==> src/rtl/ex_mem_reg.sv <==
// ---------------------------------------------------------------------------
// ex_mem_reg : EX/MEM pipeline register of the 5-stage MIPS core.
//
// Captures the execute-stage results (destination GPR, GPR write enable and
// data, HI/LO write data and enable) on every rising clock edge and presents
// them to the memory-access stage one cycle later.  The registered HI/LO
// fields double as the execute-stage forwarding source.
//
// Update priority at each edge:
//   flush_i      -> clear everything, EMPTY
//   mem_stall_i  -> hold contents (FULL becomes HOLD)
//   ex_stop_i    -> load a bubble (multi-cycle divide not finished), EMPTY
//   otherwise    -> load the ex_* inputs, FULL
//
// Optional build macro: EX_MEM_PERF_EN
//   defined     : perf_bubble_o / perf_hold_o are free-running 32-bit
//                 counters of bubble loads and held-valid stall cycles,
//                 cleared by rst only.
//   undefined   : no counter logic, both ports tied to zero.
//
// Ports:
//   clk, rst                          clock, async active-high reset
//   ex_wd_i/ex_wreg_i/ex_wdata_i      GPR destination, enable, data from EX
//   ex_hi_i/ex_lo_i/ex_whilo_i        HI/LO data and enable from EX
//   ex_stop_i                         EX result not ready (divide running)
//   mem_stall_i                       downstream cannot accept
//   flush_i                           discard register contents
//   mem_wd_o/mem_wreg_o/mem_wdata_o   registered GPR write fields
//   mem_hi_o/mem_lo_o/mem_whilo_o     registered HI/LO fields (also forwarded)
//   valid_o                           register holds a real instruction
//   stall_req_o                       combinational freeze request for IF/ID/EX
//   perf_bubble_o/perf_hold_o         performance counters
// ---------------------------------------------------------------------------
module ex_mem_reg #(
  parameter int DATA_W = 32,
  parameter int ADDR_W = 5
) (
  input  logic              clk,
  input  logic              rst,
  input  logic [ADDR_W-1:0] ex_wd_i,
  input  logic              ex_wreg_i,
  input  logic [DATA_W-1:0] ex_wdata_i,
  input  logic [DATA_W-1:0] ex_hi_i,
  input  logic [DATA_W-1:0] ex_lo_i,
  input  logic              ex_whilo_i,
  input  logic              ex_stop_i,
  input  logic              mem_stall_i,
  input  logic              flush_i,
  output logic [ADDR_W-1:0] mem_wd_o,
  output logic              mem_wreg_o,
  output logic [DATA_W-1:0] mem_wdata_o,
  output logic [DATA_W-1:0] mem_hi_o,
  output logic [DATA_W-1:0] mem_lo_o,
  output logic              mem_whilo_o,
  output logic              valid_o,
  output logic              stall_req_o,
  output logic [31:0]       perf_bubble_o,
  output logic [31:0]       perf_hold_o
);

  typedef enum logic [1:0] {
    ST_EMPTY = 2'd0,
    ST_FULL  = 2'd1,
    ST_HOLD  = 2'd2
  } state_t;

  typedef enum logic [1:0] {
    UPD_FLUSH  = 2'd0,
    UPD_HOLD   = 2'd1,
    UPD_BUBBLE = 2'd2,
    UPD_LOAD   = 2'd3
  } upd_t;

  state_t              state_r;
  upd_t                upd_s;
  logic [ADDR_W-1:0]   wd_r;
  logic                wreg_r;
  logic [DATA_W-1:0]   wdata_r;
  logic [DATA_W-1:0]   hi_r;
  logic [DATA_W-1:0]   lo_r;
  logic                whilo_r;
  logic                valid_r;

  // Resolve the per-edge update action in priority order.
  always_comb begin
    upd_s = UPD_LOAD;
    if (flush_i) begin
      upd_s = UPD_FLUSH;
    end else if (mem_stall_i) begin
      upd_s = UPD_HOLD;
    end else if (ex_stop_i) begin
      upd_s = UPD_BUBBLE;
    end else begin
      upd_s = UPD_LOAD;
    end
  end

  // Pipeline-register FSM: state plus all registered MEM-side fields.
  always_ff @(posedge clk or posedge rst) begin
    if (rst) begin
      state_r <= ST_EMPTY;
      wd_r    <= {ADDR_W{1'b0}};
      wreg_r  <= 1'b0;
      wdata_r <= {DATA_W{1'b0}};
      hi_r    <= {DATA_W{1'b0}};
      lo_r    <= {DATA_W{1'b0}};
      whilo_r <= 1'b0;
      valid_r <= 1'b0;
    end else begin
      case (upd_s)
        UPD_HOLD: begin
          // Fields are frozen; only the state notes that a valid entry is held.
          case (state_r)
            ST_FULL:  state_r <= ST_HOLD;
            ST_HOLD:  state_r <= ST_HOLD;
            ST_EMPTY: state_r <= ST_EMPTY;
            default:  state_r <= ST_EMPTY;
          endcase
        end
        UPD_LOAD: begin
          // Data fields are captured regardless of their enables.
          state_r <= ST_FULL;
          wd_r    <= ex_wd_i;
          wreg_r  <= ex_wreg_i;
          wdata_r <= ex_wdata_i;
          hi_r    <= ex_hi_i;
          lo_r    <= ex_lo_i;
          whilo_r <= ex_whilo_i;
          valid_r <= 1'b1;
        end
        UPD_FLUSH, UPD_BUBBLE: begin
          // A bubble and a flush look identical downstream: nothing writes.
          state_r <= ST_EMPTY;
          wd_r    <= {ADDR_W{1'b0}};
          wreg_r  <= 1'b0;
          wdata_r <= {DATA_W{1'b0}};
          hi_r    <= {DATA_W{1'b0}};
          lo_r    <= {DATA_W{1'b0}};
          whilo_r <= 1'b0;
          valid_r <= 1'b0;
        end
        default: begin
          state_r <= ST_EMPTY;
          wd_r    <= {ADDR_W{1'b0}};
          wreg_r  <= 1'b0;
          wdata_r <= {DATA_W{1'b0}};
          hi_r    <= {DATA_W{1'b0}};
          lo_r    <= {DATA_W{1'b0}};
          whilo_r <= 1'b0;
          valid_r <= 1'b0;
        end
      endcase
    end
  end

  assign mem_wd_o    = wd_r;
  assign mem_wreg_o  = wreg_r;
  assign mem_wdata_o = wdata_r;
  assign mem_hi_o    = hi_r;
  assign mem_lo_o    = lo_r;
  assign mem_whilo_o = whilo_r;
  assign valid_o     = valid_r;

  // The controller must see the freeze in the same cycle, so no register here.
  assign stall_req_o = ex_stop_i | mem_stall_i;

`ifdef EX_MEM_PERF_EN
  logic [31:0] perf_bubble_r;
  logic [31:0] perf_hold_r;

  // Performance counters; they wrap naturally and ignore flush.
  always_ff @(posedge clk or posedge rst) begin
    if (rst) begin
      perf_bubble_r <= 32'd0;
      perf_hold_r   <= 32'd0;
    end else begin
      if (upd_s == UPD_BUBBLE) begin
        perf_bubble_r <= perf_bubble_r + 32'd1;
      end else begin
        perf_bubble_r <= perf_bubble_r;
      end
      if (mem_stall_i && valid_r) begin
        perf_hold_r <= perf_hold_r + 32'd1;
      end else begin
        perf_hold_r <= perf_hold_r;
      end
    end
  end

  assign perf_bubble_o = perf_bubble_r;
  assign perf_hold_o   = perf_hold_r;
`else
  assign perf_bubble_o = 32'd0;
  assign perf_hold_o   = 32'd0;
`endif

endmodule

==> config.mk <==
export PLATFORM = sky130hd
export DESIGN_NAME = ex_mem_reg
export DESIGN_NICKNAME = d
export VERILOG_FILES = /design/src/rtl/ex_mem_reg.sv
export SDC_FILE = /design/constraint.sdc
export NUM_CORES = 1
export LEC_CHECK = 0
export CAP_MARGIN = 10
export CORE_ASPECT_RATIO = 1.2
export CORE_MARGIN = 4
export CORE_UTILIZATION = 38
export CTS_CLUSTER_SIZE = 20
export DETAILED_ROUTE_END_ITERATION = 10
export GPL_TIMING_DRIVEN = 0
export PLACE_DENSITY = 0.82
export SLEW_MARGIN = 20
export SYNTH_ARGS = -nofsm -noshare
export SYNTH_HDL_FRONTEND = slang
export SYNTH_SLANG_ARGS = --single-unit
==> constraint.sdc <==
create_clock -name clk -period 3.3 [get_ports clk]
set_input_delay 0.33 -clock clk [delete_from_list [all_inputs] [get_ports clk]]
set_output_delay 0.33 -clock clk [all_outputs]
set_load 0.005 [all_outputs]
==> impl_results.md <==
* Post-route ant nets at 0
* CTS Buf Count at 9
* WL final at 14100 um
* Placeable Area at 0.0122 mm^2
* I/O Buffers at 211
* Hold path depth at 3
* Fin Clk Skew at 0 ns
* Met2 wire len at 7320 um
* Fraction of layout cells with a size suffix above 1 at 16.4%
* Fmax at 0.445 GHz
* Final #Nets at 818
* Chip height at 131 um
* Worst-path cell chain: clkdlybuf4s50_1 -> buf_4 -> nor2_8 -> inv_4 -> buf_6 -> clkdlybuf4s50_1
* Area share of the largest cell type after synthesis at 54.4%
* Vias per cell at 4.73
* Synth area leader: dfrtp_1
* Finish-stage setup viols at 0
* First-pass GRT wire length at 21500 um
* Final instance area at 0.00767 mm^2
* Starting Density at 39.2%
* CTS sink cnt at 104
* Most common flop cell mapped by yosys: dfrtp_1
* Post-Route Utilization at 62.8%
* Root Driver: clkbuf_16
* CP max stage delay at 0.51 ns
* Seq/Total Area, Yosys at 54.4%
* Flops & latches, synth at 104
* Peak VDD IR at 0.215 mV
* Worst path top cell family by delay: buffers and inverters
* Ant. Diodes at 0
* Synthesis Warnings at 0
* Initial antenna violation count at 0
* Worst-path clk slew at 0.06 ns
* WL met3 at 1170 um
* Worst path depth at 6
* Die width at 110 um
* Hold path start: flush_i
* Number of synthesized flops with an enable pin at 0
* Main area contributors after synthesis: dfrtp_1 (54%), buf_4 (11%), a32o_1 (10%)
* Post-Place Setup Slack at 1.03 ns
* Post-synthesis compound-gate area fraction at 17.5%
* Final Hold Fails at 0
* DP HPWL at 11100 um
* GPL Wtd Cong at 0.785
* Max FO, Critical Path at 10
* CTS resizes at 0
* Adder-Cell Fraction of Synth Area at 0%
* GRT overflow at 0
* Multiplexer share of the synthesized area at 0%
* DRC at 0
* RSZ-0062 raised after global routing: false
* Hold/Removal Path Class: in -> reg
* Dpl cell area at 0.00737 mm^2
* Top post-synthesis cells by count: dfrtp_1 (104), buf_4 (68), nand2_1 (54), nand2b_1 (53), o22ai_1 (53)
* Fill cells at 971
* Startpoint Class: input port
* DR pass1 iterations at 4
* Max H-tree Level at 3
* R2r worst-path depth at 1
* Reg2Reg Launch Point: mem_wd_o[0]$_DFFE_PP0P_
* # hold bufs at CTS at 0
* Status: finished clean
* Worst-Skew Late Latency at 0.33 ns
* CTS max path bufs at 2
* Crit-path slowest cell: clkdlybuf4s50_1
* Via count at 4136
* CTS tree: built
* GRT Total Usage at 18.5%
* Final Critical Period at 2.24 ns
* Worst Path Buf+Inv at 5
* Setup CP Type: in -> out
* Largest family of logic cells by synthesized area: compound AO/OA/AOI/OAI gates
* Register area at 0.00260 mm^2
* Largest net degree at the start of global routing at 54
* # IOs at 277
* Setup crit end kind: primary output
* Fin worst setup slack at 1.06 ns
* Vias in the first global route at 4082
* Pleak at 3.43 nW
* Area growth syn-to-layout at 60.3%
* Mean Syn Cell Area at 11.3 um^2
* Top-count cell post-synth: dfrtp_1
* Pins Over Slew Limit at 0
* Synth Area in Simple Gates at 11.8%
* Synth Area in XOR/XNOR at 0%
* Max-Cap Viols at 0
* Worst setup startpoint: mem_stall_i
* Area of the multi-input gates at 0.00164 mm^2
* Post-synth ARST share at 100%
* Critical Path Most Common Cell: clkdlybuf4s50_1
* Post-CTS setup buffer count at 0
* Max Used Layer: met4
* Pwr/cell area at 388 mW/mm^2
* Post-synthesis cell type count at 16
* Initial DRC Count at 200
* Post-Route M1 WL at 5490 um
* WL/cell at 16.1 um
* Placement Rows at 44
* DIE AREA at 0.0145 mm^2
* Worst path arrival time at 1.91 ns
* WP data required at 2.97 ns
* Synth Instances at 424
* Synth Cell Area at 0.00479 mm^2
* Period Utilization, post-route at 68.0%
## state kept, by name, summed over array words and instances (netlist names)
name,count
mem_wdata_o,32
mem_lo_o,32
mem_wreg_o,1
valid_o,1
mem_wd_o,5
mem_whilo_o,1
mem_hi_o,32
## area by class of cell
| type | instances | area share, % |
|---|---|---|
| Timing Repair Buffer | 212 | 27.9 |
| Buffer | 103 | 10.0 |
| Multi-Input combinational cell | 277 | 21.4 |
| Clock inverter | 4 | 0.913 |
| Sequential cell | 104 | 33.9 |
| Tap cell | 161 | 2.63 |
| Inverter | 3 | 0.245 |
| Clock buffer | 11 | 3.03 |
## tightest hold or removal path, cell delays in order
cell and delay [ns]:
buf_4 0.17, nand2b_1 0.13, o22ai_1 0.07
## per-layer routing
| metal | global-route usage (%) | vias up |
|---|---|---|
| met4 | 4.86 | 0 |
| li1 | - | 1948 |
| met1 | 21.3 | 1991 |
| met3 | 6.40 | 11 |
| met5 | 0 | - |
| met2 | 33.1 | 186 |
## power by group
group	leakage, nW	switching, mW	internal (mW)
logic	1.86	0.206	0.320
clock network	0.149	0.441	0.659
registers	1.42	0.0275	1.32
total	3.43	0.675	2.30
## stage by stage
stage	std cells	setup TNS, ns	hold slack, ns	total power, mW
2_1_floorplan	487	0	0.477	1.61
4_1_cts	875	0	0.406	3.00
3_3_place_gp	859	-122.02	0.473	1.88
5_1_grt	875	0	0.422	3.12
6_report	875	0	0.410	2.98
3_5_place_dp	860	0	0.481	1.90
## path summary, 6_finish.rpt
check                      slack, ns                           to
min in group asynchronous       0.43     mem_lo_o[16]$_DFFE_PP0P_
setup / recovery                1.06                  stall_req_o
max in group asynchronous       2.25     mem_lo_o[28]$_DFFE_PP0P_
hold / removal                  0.41  mem_wdata_o[17]$_DFFE_PP0P_
hold reg to reg                 0.49     mem_lo_o[14]$_DFFE_PP0P_
setup reg to reg                2.57      mem_wd_o[0]$_DFFE_PP0P_
## cell families (layout without fill, tap and decap cells)
family,after synthesis,count (layout)
AND/OR/NAND/NOR,109,109
buffers and inverters,106,333
AO/OA/AOI/OAI,104,104
flip-flops,104,104
other,1,64
## cells in the final DEF, fill, tap and decap left out
master           synthesis  final
a21oi_1                  1      1
buf_2                   16     16
nor2b_2                  1      1
dfrtp_1                104    104
buf_4                   68     68
buf_16                   0      1
buf_6                   14     14
clkbuf_1                 5      7
inv_6                    0      1
clkinv_2                 0      2
inv_2                    1      1
a32o_1                  50     50
nor2_8                   1      1
conb_1                   1     64
nand2b_1                53     53
bufinv_16                0      2
clkdlybuf4s50_1          0    211
nand2_1                 54     54
inv_4                    1      1
o22ai_1                 53     53
clkbuf_16                0      9
Power figures use the tool's default switching activity.
